`src/rtl/mod12_sync_loadable_downcounter_pkg.sv`:
```
// Definitions shared by the mod-N loadable counters: FSM state encodings and the
// default counter geometry.
package mod12_sync_loadable_downcounter_pkg;

    localparam int DEF_WIDTH   = 4;
    localparam int DEF_MODULUS = 12;

    typedef enum logic [1:0] {
        ST_IDLE  = 2'd0,
        ST_COUNT = 2'd1,
        ST_DONE  = 2'd2
    } cnt_state_t;

endpackage

```
`src/rtl/mod12_sync_loadable_downcounter_mod_n_dec.sv`:
```
// Modulo-N decrement step: the next count value and an underflow flag.
module mod_n_dec
    import mod12_sync_loadable_downcounter_pkg::*;
#(
    parameter int WIDTH   = DEF_WIDTH,
    parameter int MODULUS = DEF_MODULUS
) (
    input  logic [WIDTH-1:0] cur,
    input  logic             wrap,
    output logic [WIDTH-1:0] nxt,
    output logic             uf
);

    localparam logic [WIDTH-1:0] MAX_VAL = WIDTH'(MODULUS - 1);

    always_comb begin
        uf  = (cur == '0);
        nxt = cur - WIDTH'(1);
        // Without wrap the count parks at 0 so it never leaves the legal range.
        if (uf) begin
            nxt = wrap ? MAX_VAL : '0;
        end
    end

endmodule

```
`src/rtl/mod12_sync_loadable_downcounter.sv`:
```
// Loadable modulo-N down counter / reload timer with borrow output and load validation.
//
// state    | meaning
// ST_IDLE  | after reset, holds at 0 until the first load
// ST_COUNT | decrementing while en is high
// ST_DONE  | one-shot expired, holds at 0 until the next load
module mod12_sync_loadable_downcounter
    import mod12_sync_loadable_downcounter_pkg::*;
#(
    parameter int WIDTH   = DEF_WIDTH,
    parameter int MODULUS = DEF_MODULUS
) (
    input  logic             clk,
    input  logic             rst,
    input  logic             load,
    input  logic [WIDTH-1:0] din,
    input  logic             en,
    input  logic             auto_reload,
    output logic [WIDTH-1:0] dout,
    output logic             borrow,
    output logic             zero,
    output logic             load_err,
    output logic             busy
);

    localparam logic [WIDTH-1:0] MAX_VAL = WIDTH'(MODULUS - 1);
    // One bit wider so MODULUS == 2**WIDTH still compares correctly.
    localparam logic [WIDTH:0]   MOD_EXT = (WIDTH + 1)'(MODULUS);

    cnt_state_t       state_q, state_d;
    logic [WIDTH-1:0] dout_q, dout_d;
    logic             borrow_q, borrow_d;
    logic             load_err_q, load_err_d;
    logic             busy_q, busy_d;

    logic [WIDTH-1:0] dec_nxt;
    logic             dec_uf;

    mod_n_dec #(
        .WIDTH   (WIDTH),
        .MODULUS (MODULUS)
    ) u_dec (
        .cur  (dout_q),
        .wrap (auto_reload),
        .nxt  (dec_nxt),
        .uf   (dec_uf)
    );

    always_ff @(posedge clk or negedge rst) begin
        if (!rst) begin
            state_q    <= ST_IDLE;
            dout_q     <= '0;
            borrow_q   <= 1'b0;
            load_err_q <= 1'b0;
            busy_q     <= 1'b0;
        end else begin
            state_q    <= state_d;
            dout_q     <= dout_d;
            borrow_q   <= borrow_d;
            load_err_q <= load_err_d;
            busy_q     <= busy_d;
        end
    end

    always_comb begin
        state_d    = state_q;
        dout_d     = dout_q;
        borrow_d   = 1'b0;
        load_err_d = 1'b0;
        if (load) begin
            state_d = ST_COUNT;
            if ({1'b0, din} >= MOD_EXT) begin
                dout_d     = MAX_VAL;
                load_err_d = 1'b1;
            end else begin
                dout_d = din;
            end
        end else if (state_q == ST_COUNT && en) begin
            dout_d   = dec_nxt;
            borrow_d = dec_uf;
            if (dec_uf && !auto_reload) begin
                state_d = ST_DONE;
            end
        end
        busy_d = (state_d == ST_COUNT);
    end

    always_comb begin
        dout     = dout_q;
        borrow   = borrow_q;
        load_err = load_err_q;
        busy     = busy_q;
        zero     = (dout_q == '0);
    end

endmodule

```
`config.mk`:
```
export PLATFORM = sky130hd
export DESIGN_NAME = mod12_sync_loadable_downcounter
export DESIGN_NICKNAME = d
export VERILOG_FILES = /design/src/rtl/mod12_sync_loadable_downcounter_pkg.sv /design/src/rtl/mod12_sync_loadable_downcounter_mod_n_dec.sv /design/src/rtl/mod12_sync_loadable_downcounter.sv
export SDC_FILE = /design/constraint.sdc
export NUM_CORES = 1
export LEC_CHECK = 0
export CAP_MARGIN = 5
export CORE_AREA = 2 2 39 41
export DETAILED_ROUTE_END_ITERATION = 6
export DIE_AREA = 0 0 41 43
export HOLD_SLACK_MARGIN = 0.03
export PLACE_DENSITY = 0.66
export SYNTH_ARGS = -nofsm -noshare
export SYNTH_HDL_FRONTEND = slang
export SYNTH_HIERARCHICAL = 1
export SYNTH_SLANG_ARGS = --single-unit
export TNS_END_PERCENT = 20
```
`constraint.sdc`:
```
create_clock -name clk -period 2 [get_ports clk]
set_input_delay 0.2 -clock clk [delete_from_list [all_inputs] [get_ports clk]]
set_output_delay 0.2 -clock clk [all_outputs]
set_load 0.03 [all_outputs]
```
==> results of run 1 <==
flip-flops by register name (all words and copies together), names as in the netlist:
name / cells
load_err: 1
dout: 4
state_q: 2
busy: 1
borrow: 1
cell usage after synthesis, types with 2 or more instances:
cell type,number
a21oi_1,7
a22oi_1,2
a31oi_1,2
dfrtp_1,9
inv_1,5
nand2_1,7
nor2_1,2
nor2b_1,3
area by class of cell:
type                            instances  area, um2
Timing Repair Buffer                   18        178
Clock buffer                            4       26.3
Multi-Input combinational cell         39        246
Inverter                                5       18.8
Sequential cell                         9        225
Fill cell                             136        669
Tap cell                               16       20.0
power by group through the flow:
stage / sequential (W) / clock [W] / combinational (W)
4_1_cts: 0.000207 / 0.000147 / 0.000149
6_report: 0.000207 / 0.000140 / 0.000147
5_1_grt: 0.000209 / 0.000154 / 0.000161
2_1_floorplan: 0.000234 / 0 / 0.0000611
3_3_place_gp: 0.000211 / 0 / 0.000147
3_5_place_dp: 0.000210 / 0 / 0.000148
repair_timing:
action                                  CTS  global route
resized for setup                         0             1
endpoints found under the setup margin    0             1
setup buffers                             0             0
layout by cell type (no fill, tap or decap), types with 2 or more instances in the layout:
master	n
nor2b_1	3
nand2_1	7
buf_4	2
a31oi_1	2
clkdlybuf4s50_1	15
inv_1	5
a22oi_1	2
nor2_1	2
clkbuf_4	3
a21oi_1	7
dfrtp_1	9
critical path, stage by stage (launching register included):
cell	delay, ns
dfrtp_1	0.41
inv_1	0.09
ha_1	0.21
or3b_4	0.42
inv_1	0.07
nor2b_1	0.17
nand2_1	0.07
a31o_2	0.24
layer usage:
metal	track usage (%)	vias to the layer above	wire [um]
met2	19.7	12	523
met5	0	-	0
li1	-	232	-
met1	18.9	216	454
met4	10.0	0	14
met3	4.71	2	60
path summary, 6_finish.rpt:
check	endpoint	slack, ns	cells past startpoint
max	busy	0.21	7
min	state_q[1]	0.25	1
max reg2reg	busy	0.21	7
min reg2reg	state_q[0]	0.53	1
max in group asynchronous	dout[3]	1.46	1
min in group clk	state_q[0]	0.53	1
kinds of logic after synthesis:
kind of cell | after synthesis
AOI/OAI and AO/OA | 17
adders and majority gates | 1
buffers and inverters | 6
DFF | 9
and+or+nand+nor | 21
metrics by stage:
step	utilization [%]	power, W
after global placement	49.5	0.000358
after detailed placement	49.5	0.000358
after global routing	51.6	0.000524
after floorplan	-	0.000295
after CTS	51.4	0.000502
final	51.6	0.000493
==> metrics, run 1 <==
part of the power in the clock network=between 20% and 30%; RSZ-0062 raised after global routing=false; slew margin rel.=a little under three quarters; Placed Area=roughly 690 um2; crit path time final=1.79 ns; Avg WL per Cell=approximately 12 um; total I/O pin count=17; Total GRT Usage=approximately 15%; Netlist cell types=25; Avg Cell Area, Syn=around 9.2 um2; Inserted Clock Buffers=3; CTS tree=yes; largest family of logic cells by synthesized area=simple AND/OR/NAND/NOR gates; drt first-iter violations=9; Mapped Cells=54; GR Overflow Total=0; CP Data Required Time=~2.2 ns; CTS root buffer=clkbuf_4; fin area=approximately 710 um2; Max Freq=between 500 and 600 MHz; Final ANT Viol Nets=0; syn_nets=64; initial core utilization=between 30% and 40%; worst path setup slack after routing=between 0.2 and 0.25 ns; Final Skew=between 0.002 and 0.0025 ns; Min Hold Slack=about 0.25 ns; CP Launch Type=flip-flop; 1st-pass router iterations=4; Nets=86; pre-CTS setup slack=approximately 0.23 ns; Clock Path Buffers=2; core area=roughly 0.0014 mm2; Comb power frac=29.9%; status=complete, no violations; CP startpoint=dout[1]; Reg power frac=41.9%; post-synthesis sequential area ratio=between 40 and 50%; Yosys reg bits=9; Post-Place Cells=87; DRT Wirelength=roughly 1100 um; Worst-Skew Late Latency=about 0.26 ns; worst IR drop on VDD=between 0.3 and 0.4 mV; Area Growth Syn to Fin=43.5%; CTS H-tree depth=1; Post-DP HPWL=roughly 820 um; crit path DAT=~1.9 ns; switching share of power=a little under a third; number of flops mapped to enable cells by yosys=0; max-cap viol count=0; critical path capture point type=flip-flop; hold_buf cts=0; final worst-path cycle share=about nine tenths; # diodes=0; Switch Pwr=between 0.00015 and 0.0002 W; post-synthesis xor/xnor area fraction=0%; Post-Syn Area=about 500 um2; simple-gate area share of the yosys netlist=between 20% and 30%; Synth top area share=45.2%; Async SR Flop Fraction=100%; top cells by area, synth=dfrtp_1, a21oi_1, nand2_1, inv_1, nor2b_1; share of cells above drive strength 1=between 10% and 20%; Ys Warns=6; reg-to-reg startpoint=dout[1]; Worst-Margin Slew=between 0.4 and 0.5 ns; gpl congestion=0.788; DIE AREA=between 0.0015 and 0.002 mm2; Adder-Cell Fraction of Synth Area=under 10%; die width=about 40 um; CP Class=flip-flop to flip-flop; # rows=14; Non-Filler Instances=roughly 90; leakage=0.321 nW; Power Dens Cells=between 600 and 700 mW/mm2; largest net degree at the start of global routing=13; Power Internal=around 0.00034 W; via/cell ratio=between 5 and 6; first-pass GRT wire length=between 1500 and 2000 um; Die Span Y=around 43 um; Clk pin slew, worst setup/hold paths=~0.060 ns; Residual DRC=0; total number of vias=462; Worst Hold Class=primary input to async pin; ys flop type=dfrtp_1; crit-path max FO=5; area leader, netlist=dfrtp_1; clock sinks=9; # port buffers=16; final setup vio count=0; Compound-Gate Fraction of Synth Area=between 20% and 30%; Final Max Tran Viols=0; final hold vios=0; Setup TNS=0 ns; mux cell area share after synthesis=0%; number of global-route vias before repair=~400; initial antenna violation count=0
Note: power is estimated with default switching activity, not from simulation.
==> run 2, diff against run 1 <==
--- a/config.mk
+++ b/config.mk
@@ -13,2 +13,3 @@
 export PLACE_DENSITY = 0.66
+export SLEW_MARGIN = 20
 export SYNTH_ARGS = -nofsm -noshare
--- a/constraint.sdc
+++ b/constraint.sdc
@@ -3,2 +3,2 @@
 set_output_delay 0.2 -clock clk [all_outputs]
-set_load 0.03 [all_outputs]
+set_load 0.1 [all_outputs]
==> run 2 against run 1 <==
  * Hold slack is essentially flat
  * Power is 15% higher
  * First-iteration DRC count is 11% lower
  * Non-clock buffer count is 1 lower
  * Worst setup slack got worse by 0.050 ns
==> metrics, run 2 (synthesized netlist as in run 1, its figures left out) <==
Final ANT Viol Nets=0 (unchanged); WP buf/inv=2 (unchanged); CP Class=flip-flop to flip-flop; Final Skew=0.00409 ns (+0.00185 ns); total I/O pin count=17 (unchanged); CTS root buffer=clkbuf_4; DRT Wirelength=1070 um (+1.6%); CTS tree=yes; leakage=0.308 nW (-3.9%); Avg WL per Cell=11.9 um (+2.7%); # diodes=0 (unchanged); buffer count from post-CTS setup fixing=0 (unchanged); Area Growth Syn to Fin=44.0%; Max Freq=544 MHz (-2.7%); Die Span Y=43 um (unchanged); hold_buf cts=0 (unchanged); final hold vios=0 (unchanged); Post-Place Cells=86 (-1.1%); initial core utilization=36.0% (unchanged); Setup TNS=0 ns (unchanged); # port buffers=16 (unchanged); number of global-route vias before repair=429 (+10%); final worst-path cycle share=91.9% (+2.5 points); final setup vio count=0 (unchanged); total number of vias=442 (-4.3%); Non-Filler Instances=90 (-1.1%); CP Data Required Time=2.15 ns (about the same); Power Dens Cells=790 mW/mm2 (+14%); worst IR drop on VDD=0.447 mV (+28%); CP Launch Type=flip-flop; post_cts resized=0 (unchanged); Register Area=230 um2 (+2.2%); Switch Pwr=0.000227 W (+49%); Final Max Tran Viols=0 (unchanged); CTS H-tree depth=1 (unchanged); Residual DRC=0 (unchanged); # rows=14 (unchanged); via/cell ratio=4.91 (-3.3%); crit-path max FO=6 (+1); reg-to-reg startpoint=dout[0]; max reg flops=4 (unchanged); Post-DP HPWL=821 um (+0.54%); slew margin rel.=71.7% (+0.11 points); die width=41 um (unchanged); gpl congestion=0.751 (-4.7%); Clk pin slew, worst setup/hold paths=0.06 ns (about the same); part of the power in the clock network=24.5% (-3.8 points); Inserted Clock Buffers=3 (unchanged); GR Overflow Total=0 (unchanged); Reg power frac=38.5% (-3.4 points); Power Internal=0.000339 W (-0.62%); fill count=138 (+1.5%); Worst-Skew Late Latency=0.25 ns (about the same); CP most frequent cell=inv_1; CP max stage delay=0.46 ns (+0.04 ns); Total GRT Usage=15.3% (+0.68 points); CP top delay family=simple AND/OR/NAND/NOR gates; status=complete, no violations; commonest cells after routing, fill and taps aside=clkdlybuf4s50_1, buf_4, nand2_1, a21oi_1; Clock Path Buffers=2 (unchanged); max-cap viol count=0 (unchanged); RSZ-0062 raised after global routing=false; DIE AREA=0.00176 mm2 (unchanged); crit path time final=1.84 ns (+0.0501 ns); switching share of power=40.1% (+9.3 points); clock sinks=9 (unchanged); critical path capture point type=flip-flop; 1st-pass router iterations=4 (unchanged); largest net degree at the start of global routing=13 (unchanged); Worst Hold Class=primary input to async pin; first-pass GRT wire length=1810 um (+8.7%); Slowest cell on crit path=dfrtp_2; Comb power frac=37.0% (+7.1 points); crit path DAT=1.98 ns (+0.05 ns); Multi-input gate area=262 um2 (+6.1%); CP startpoint=dout[0]; Nets=85 (-1.2%); initial antenna violation count=0 (unchanged); core area=0.00138 mm2 (unchanged); share of cells above drive strength 1=31.1% (+16 points); worst path cell trace=inv_1 -> ha_1 -> or3b_4 -> inv_1 -> nor2b_1 -> nand2_1 -> a31o_2; Worst-Margin Slew=0.424 ns (-0.00170 ns); drt first-iter violations=8 (-1)
## run 2: final timing paths
check                              to  slack [ns]  cells past startpoint
max                              busy        0.16                      7
min                        state_q[1]        0.25                      1
max reg2reg                      busy        0.16                      7
min reg2reg                state_q[0]        0.54                      1
max in group asynchronous     dout[3]        1.43                      1
min in group clk           state_q[0]        0.54                      1
## run 2: cell type report
type                       count  share of cell area (%)
clock buffer                   4                    3.66
inverter                       5                    2.62
multi-input combinational     39                    36.5
sequential                     9                    32.1
tap                           16                    2.79
timing repair buffer          17                    22.3
## run 2: worst register-to-register path, cell delays in order (launching register included)
cell,delay (ns)
dfrtp_2,0.46
inv_1,0.09
ha_1,0.20
or3b_4,0.42
inv_1,0.08
nor2b_1,0.18
nand2_1,0.07
a31o_2,0.24
## run 2: routing by layer
layer | global-route usage [%] | share of wire [%] | vias up
met5 | 0 | 0 | -
met4 | 10.0 | 1.8 | 0
met3 | 3.14 | 4.4 | 2
met2 | 23.4 | 49 | 13
met1 | 18.1 | 45 | 197
li1 | - | - | 230
## run 2: stage by stage
stage / util, % / area (um2) / total power [W] / setup slack (ns) / hold WS [ns]
4_1_cts: 51.8 / 717 / 0.000573 / 0.177 / 0.254
2_1_floorplan: - / 518 / 0.000371 / 0.00587 / -0.0956
5_1_grt: 51.8 / 717 / 0.000605 / 0.0805 / 0.263
3_3_place_gp: 49.9 / 691 / 0.000430 / 0.235 / 0.517
3_5_place_dp: 49.9 / 691 / 0.000432 / 0.204 / 0.521
6_report: 51.8 / 717 / 0.000566 / 0.162 / 0.246
## run 2: power groups by stage
stage / Combinational (W) / Clock (W) / Sequential, W
floorplan: 0.0000681 / 0 / 0.000303
global placement: 0.000209 / 0 / 0.000221
detailed placement: 0.000210 / 0 / 0.000222
CTS: 0.000211 / 0.000143 / 0.000219
global route: 0.000222 / 0.000161 / 0.000221
finish: 0.000209 / 0.000139 / 0.000218
==> run 3, diff against run 2 <==
- ABC_AREA: unset -> 1
- PLACE_DENSITY: 0.66 -> 0.72
==> run 3 against run 2 <==
  * Critical path depth unchanged
  * Cell count up 24%
  * Clock power about the same
  * Synthesized cell count rose by 43%
  * Largest cell class unchanged
  * Register-to-register slack improved by 0.32 ns
==> metrics, run 3 <==
total number of vias=524 (+19%); Post-Syn Area=569 um2 (+14%); post_cts resized=0 (unchanged); Avg Cell Area, Syn=7.39 um2 (-20%); hold_buf cts=0 (unchanged); slew margin rel.=71.9% (+0.26 points); Total GRT Usage=17.2% (+1.9 points); RSZ-0062 raised after global routing=false; first-pass GRT wire length=1970 um (+8.8%); CP Launch Type=flip-flop; Avg WL per Cell=10.4 um (-13%); critical path capture point type=flip-flop; CP Data Required Time=2.14 ns (about the same); final core utilization=56.1% (+4.3 points); Nets=107 (+26%); status=complete, no violations; Residual DRC=0 (unchanged); Async SR Flop Fraction=100% (unchanged); Yosys reg bits=9 (unchanged); crit-path max FO=4 (-2); area leader, netlist=dfrtp_1; GR Overflow Total=0 (unchanged); worst IR drop on VDD=0.826 mV (+85%); Area Growth Syn to Fin=36.5%; largest net degree at the start of global routing=10 (-3); CTS H-tree depth=1 (unchanged); buffer count from post-CTS setup fixing=0 (unchanged); initial antenna violation count=0 (unchanged); total I/O pin count=17 (unchanged); Worst-Margin Slew=0.420 ns (-0.00386 ns); max reg flops=4 (unchanged); worst path setup slack after routing=0.478 ns (+0.316 ns); Final ANT Viol Nets=0 (unchanged); Max Freq=657 MHz (+21%); core area=0.00138 mm2 (unchanged); final worst-path cycle share=76.1% (-16 points); Worst-Skew Late Latency=0.26 ns (about the same); Worst Hold Class=primary input to async pin; die width=41 um (unchanged); # rows=14 (unchanged); leading post-synthesis cells by instance count=nand2_1, dfrtp_1, inv_1; # diodes=0 (unchanged); reg-to-reg startpoint=dout[1]; number of flops mapped to enable cells by yosys=0 (unchanged); # port buffers=16 (unchanged); max-cap viol count=0 (unchanged); Netlist cell types=18 (-28%); number of global-route vias before repair=479 (+12%); Final Max Tran Viols=0 (unchanged); crit path DAT=1.66 ns (-0.32 ns); crit path time final=1.52 ns (-0.316 ns); Mapped Cells=77 (+43%); Placed Area=751 um2 (+8.7%); initial core utilization=41.1% (+5.2 points); gpl congestion=0.743 (-1.0%); commonest cells after routing, fill and taps aside=nand2_1, inv_1, clkdlybuf4s50_1, buf_4; ys flop type=dfrtp_1; top cells by area, synth=dfrtp_1, nand2_1, inv_1, nor2_4, nand3_1; CTS root buffer=clkbuf_4; final hold vios=0 (unchanged); pre-CTS setup slack=0.481 ns (+0.277 ns); via/cell ratio=4.68 (-4.7%); Post-DP HPWL=968 um (+18%); most common cell after layout, fill and taps aside=nand2_1; final setup vio count=0 (unchanged); 1st-pass router iterations=2 (-2); DIE AREA=0.00176 mm2 (unchanged); syn_nets=87 (+36%); drt first-iter violations=6 (-2); Inserted Clock Buffers=3 (unchanged); Ys Warns=6 (unchanged); CP Class=flip-flop to flip-flop; Synth top area share=39.6% (-5.7 points); Clock Path Buffers=2 (unchanged); Power Dens Cells=1170 mW/mm2 (+48%); Die Span Y=43 um (unchanged); Setup TNS=0 ns (unchanged); Final Skew=0.00347 ns (-0.000613 ns); DRT Wirelength=1160 um (+8.5%); leakage=0.406 nW (+32%); clock sinks=9 (unchanged); CP startpoint=dout[1]; share of cells above drive strength 1=29.2% (-1.9 points); most common cell in the synthesized netlist=nand2_1; Clk pin slew, worst setup/hold paths=0.06 ns (about the same); fin area=777 um2 (+8.4%); CTS tree=yes; post-synthesis sequential area ratio=39.6% (-5.7 points)
[run 3: cell count changes after synthesis, moves of 2 or more]
cell	change
nand2_1	+24
a21oi_1	-7
nand3_1	+5
inv_1	+4
nor2_4	+3
nor2b_1	-3
o21ai_1	+3
a22oi_1	-2
a31oi_1	-2
inv_2	+2
inv_4	+2
[run 3: final cells by class]
class | count | area [um2]
multi-input combinational | 54 | 294
tap | 16 | 20.0
inverter | 13 | 53.8
sequential | 9 | 230
clock buffer | 4 | 26.3
fill | 136 | 607
timing repair buffer | 16 | 153
[run 3: cells by family (layout without fill, tap and decap cells)]
group | Yosys count | after routing | share of synthesized area, %
AOI/OAI and AO/OA | 7 | 7 | 8.35
adders and majority gates | 1 | 1 | 2.20
buffers and inverters | 14 | 33 | 11.4
DFF | 9 | 9 | 39.6
and+or+nand+nor | 46 | 46 | 38.5
[run 3: per-layer routing]
layer  up-vias  GRT usage (%)  wire [um]  part of all wire [%]
met3         2           3.14         44                   3.8
li1        273              -          -                     -
met4         0           12.0         19                   1.6
met2        10           23.1        601                    52
met1       239           23.8        494                    43
met5         -              0          0                     0
[run 3: worst paths after layout]
path	end	slack (ns)	cells past startpoint
max	busy	0.48	7
min	borrow	0.24	1
max reg2reg	busy	0.48	7
min reg2reg	state_q[0]	0.54	2
max in group asynchronous	dout[3]	1.44	1
min in group clk	state_q[0]	0.54	2
[run 3: metrics by stage]
stage	instances	total power, W	hold WS [ns]
6_report	112	0.000910	0.241
5_1_grt	112	0.000971	0.259
4_1_cts	112	0.000925	0.247
3_5_place_dp	108	0.000778	0.518
3_3_place_gp	108	0.000771	0.508
2_1_floorplan	77	0.000654	-0.0956
[run 3: worst max-delay path, cell delays in order, from the launching register on]
cell and delay (ns):
dfrtp_2 0.44, inv_1 0.10, ha_1 0.22, inv_2 0.07
nor3_2 0.20, nand2_1 0.11, o21bai_1 0.17, o21bai_1 0.09
[run 3: power breakdown]
group	internal (W)	switching [W]
Combinational	0.000145	0.000359
Clock	0.0000769	0.0000633
Sequential	0.000214	0.0000522
Total	0.000436	0.000475
==> RTL edit: new RTL, flow settings as in run 3 <==
Add an input register stage for `load`, `din`, `en` and `auto_reload`, without a reset; this delays them by one clock.
--- a/src/rtl/mod12_sync_loadable_downcounter.sv
+++ b/src/rtl/mod12_sync_loadable_downcounter.sv
@@ -27,6 +27,18 @@
     // One bit wider so MODULUS == 2**WIDTH still compares correctly.
     localparam logic [WIDTH:0]   MOD_EXT = (WIDTH + 1)'(MODULUS);
 
+    logic load_q;
+    logic [WIDTH-1:0] din_q;
+    logic en_q;
+    logic auto_reload_q;
+
+    always_ff @(posedge clk) begin
+        load_q        <= load;
+        din_q         <= din;
+        en_q          <= en;
+        auto_reload_q <= auto_reload;
+    end
+
     cnt_state_t       state_q, state_d;
     logic [WIDTH-1:0] dout_q, dout_d;
     logic             borrow_q, borrow_d;
@@ -41,7 +53,7 @@
         .MODULUS (MODULUS)
     ) u_dec (
         .cur  (dout_q),
-        .wrap (auto_reload),
+        .wrap (auto_reload_q),
         .nxt  (dec_nxt),
         .uf   (dec_uf)
     );
@@ -67,18 +79,18 @@
         dout_d     = dout_q;
         borrow_d   = 1'b0;
         load_err_d = 1'b0;
-        if (load) begin
+        if (load_q) begin
             state_d = ST_COUNT;
-            if ({1'b0, din} >= MOD_EXT) begin
+            if ({1'b0, din_q} >= MOD_EXT) begin
                 dout_d     = MAX_VAL;
                 load_err_d = 1'b1;
             end else begin
-                dout_d = din;
+                dout_d = din_q;
             end
-        end else if (state_q == ST_COUNT && en) begin
+        end else if (state_q == ST_COUNT && en_q) begin
             dout_d   = dec_nxt;
             borrow_d = dec_uf;
-            if (dec_uf && !auto_reload) begin
+            if (dec_uf && !auto_reload_q) begin
                 state_d = ST_DONE;
             end
         end
Formal check against the unedited RTL: not equivalent (a bounded check fails within 4 cycles, from zero or initial values and one cycle with rst low).
==> RTL edit against run 3 <==
- routed wire length shrank 0.78%
- sequential power grew 47%
- synthesized area up 20%
- synthesized cell count is 3.9% higher
- count of clock-buffer cells in the layout is the same
- final area is 16% higher
- sequential cell count grew 7
- total power is 2.3% lower
- worst setup slack got worse by 0.018 ns
==> RTL edit: results (changes against run 3) <==
DR pass1 iterations -> 4 (was 2)
Vias in the first global route -> 491 (was 479)
Fillers -> 122 (was 136)
Layout cell share with drive strength beyond 1 -> 0.270 (was 0.292)
Mean Syn Cell Area -> 8.54 um2 (was 7.39 um2)
Top post-synthesis cells by area -> dfrtp_1, dfxtp_1, nand2_1 (was dfrtp_1, nand2_1, inv_1)
Clock skew -> 0.0129 ns (was 0.00347 ns)
Clock Tree Root -> clkbuf_4 (unchanged)
Placed cell area -> 876 um2 (was 751 um2)
Initial DRC count -> 10 (was 6)
Synth Flop Type -> dfrtp_1 (unchanged)
Crit path DAT -> 1.72 ns (was 1.66 ns)
Wl on met1 -> 546 um (was 494 um)
DR vias -> 546 (was 524)
Vias per std cell -> 4.71 (was 4.68)
Worst-path maximum fanout -> 6 (was 4)
GP Congestion -> 0.740 (was 0.743)
Synth Area in Adders -> 0.0183 (was 0.0220)
TritonCTS buffer count -> 3 (unchanged)
Cell leakage power -> 0.438 nW (was 0.406 nW)
Synth Area in Compound Gates -> 0.0916 (was 0.0835)
GRT Total Usage -> 0.168 (was 0.172)
Clk_lat worst skew -> 0.28 ns (was 0.26 ns)
Met1 Resource Use GR -> 0.247 (was 0.238)
Met2 WL -> 550 um (was 601 um)
First-pass GRT wire length -> 2010 um (was 1970 um)
Int Power -> 0.000522 W (was 0.000436 W)
Post-CTS setup buffer count -> 0 (unchanged)
Clk pin slew, worst setup/hold paths -> 0.10 ns (was 0.06 ns)
Placed Cells -> 112 (was 108)
CP peak stage delay -> 0.46 ns (was 0.44 ns)
Relative slew margins -> 0.719 (about the same)
Fin util -> 0.652 (was 0.561)
Setup WS pre-CTS -> 0.459 ns (was 0.481 ns)
Syn Nets -> 90 (was 87)
Pwr dens -> 986 nW/um2 (was 1170 nW/um2)
Clk pwr share -> 0.197 (was 0.154)
Status -> finished clean (unchanged)
Fraction of registers with async set/reset -> 0.563 (was 1.00)
Met3 GRT Util -> 0.0471 (was 0.0314)
DP Wirelength -> 914 um (was 968 um)
Share of the yosys chip area belonging to registers -> 0.535 (was 0.396)
Peak supply drop -> 0.567 mV (was 0.826 mV)
Max layer used -> met3 (was met4)
Commonest cells post-synth -> nand2_1, dfrtp_1, nor2_1, inv_1, dfxtp_1 (was nand2_1, dfrtp_1, inv_1, nand3_1)
Routed met3 length -> 54 um (was 44 um)
Routed wire per std cell -> 9.92 um (was 10.4 um)
Seq. pwr -> 0.000391 W (was 0.000266 W)
[RTL edit: worst paths after layout]
| path | from | end | slack [ns] | cells past startpoint |
|---|---|---|---|---|
| worst max-delay path | dout[0] | busy | 0.46 | 7 |
| worst min-delay path | rst | borrow | 0.20 | 1 |
| worst max register to register | dout[0] | busy | 0.46 | 7 |
| worst min register to register | din_q[2] | load_err | 0.48 | 2 |
| max in group asynchronous | rst | dout[2] | 1.46 | 1 |
| min in group clk | auto_reload | auto_reload_q | 0.35 | 1 |
[RTL edit: critical path, delay by kind of cell (launching register included)]
kind            cells  cell delay (ns)
buf+inv             2             0.16
simple gates        2             0.33
flops               1             0.46
fa+ha+maj           1             0.21
compound gates      2             0.28
[RTL edit: area by class of cell]
class / count / share of cell area
Timing Repair Buffer: 16 / 0.169
Multi-Input combinational cell: 52 / 0.319
Tap cell: 16 / 0.0222
Clock buffer: 4 / 0.0291
Sequential cell: 16 / 0.411
Inverter: 12 / 0.0499
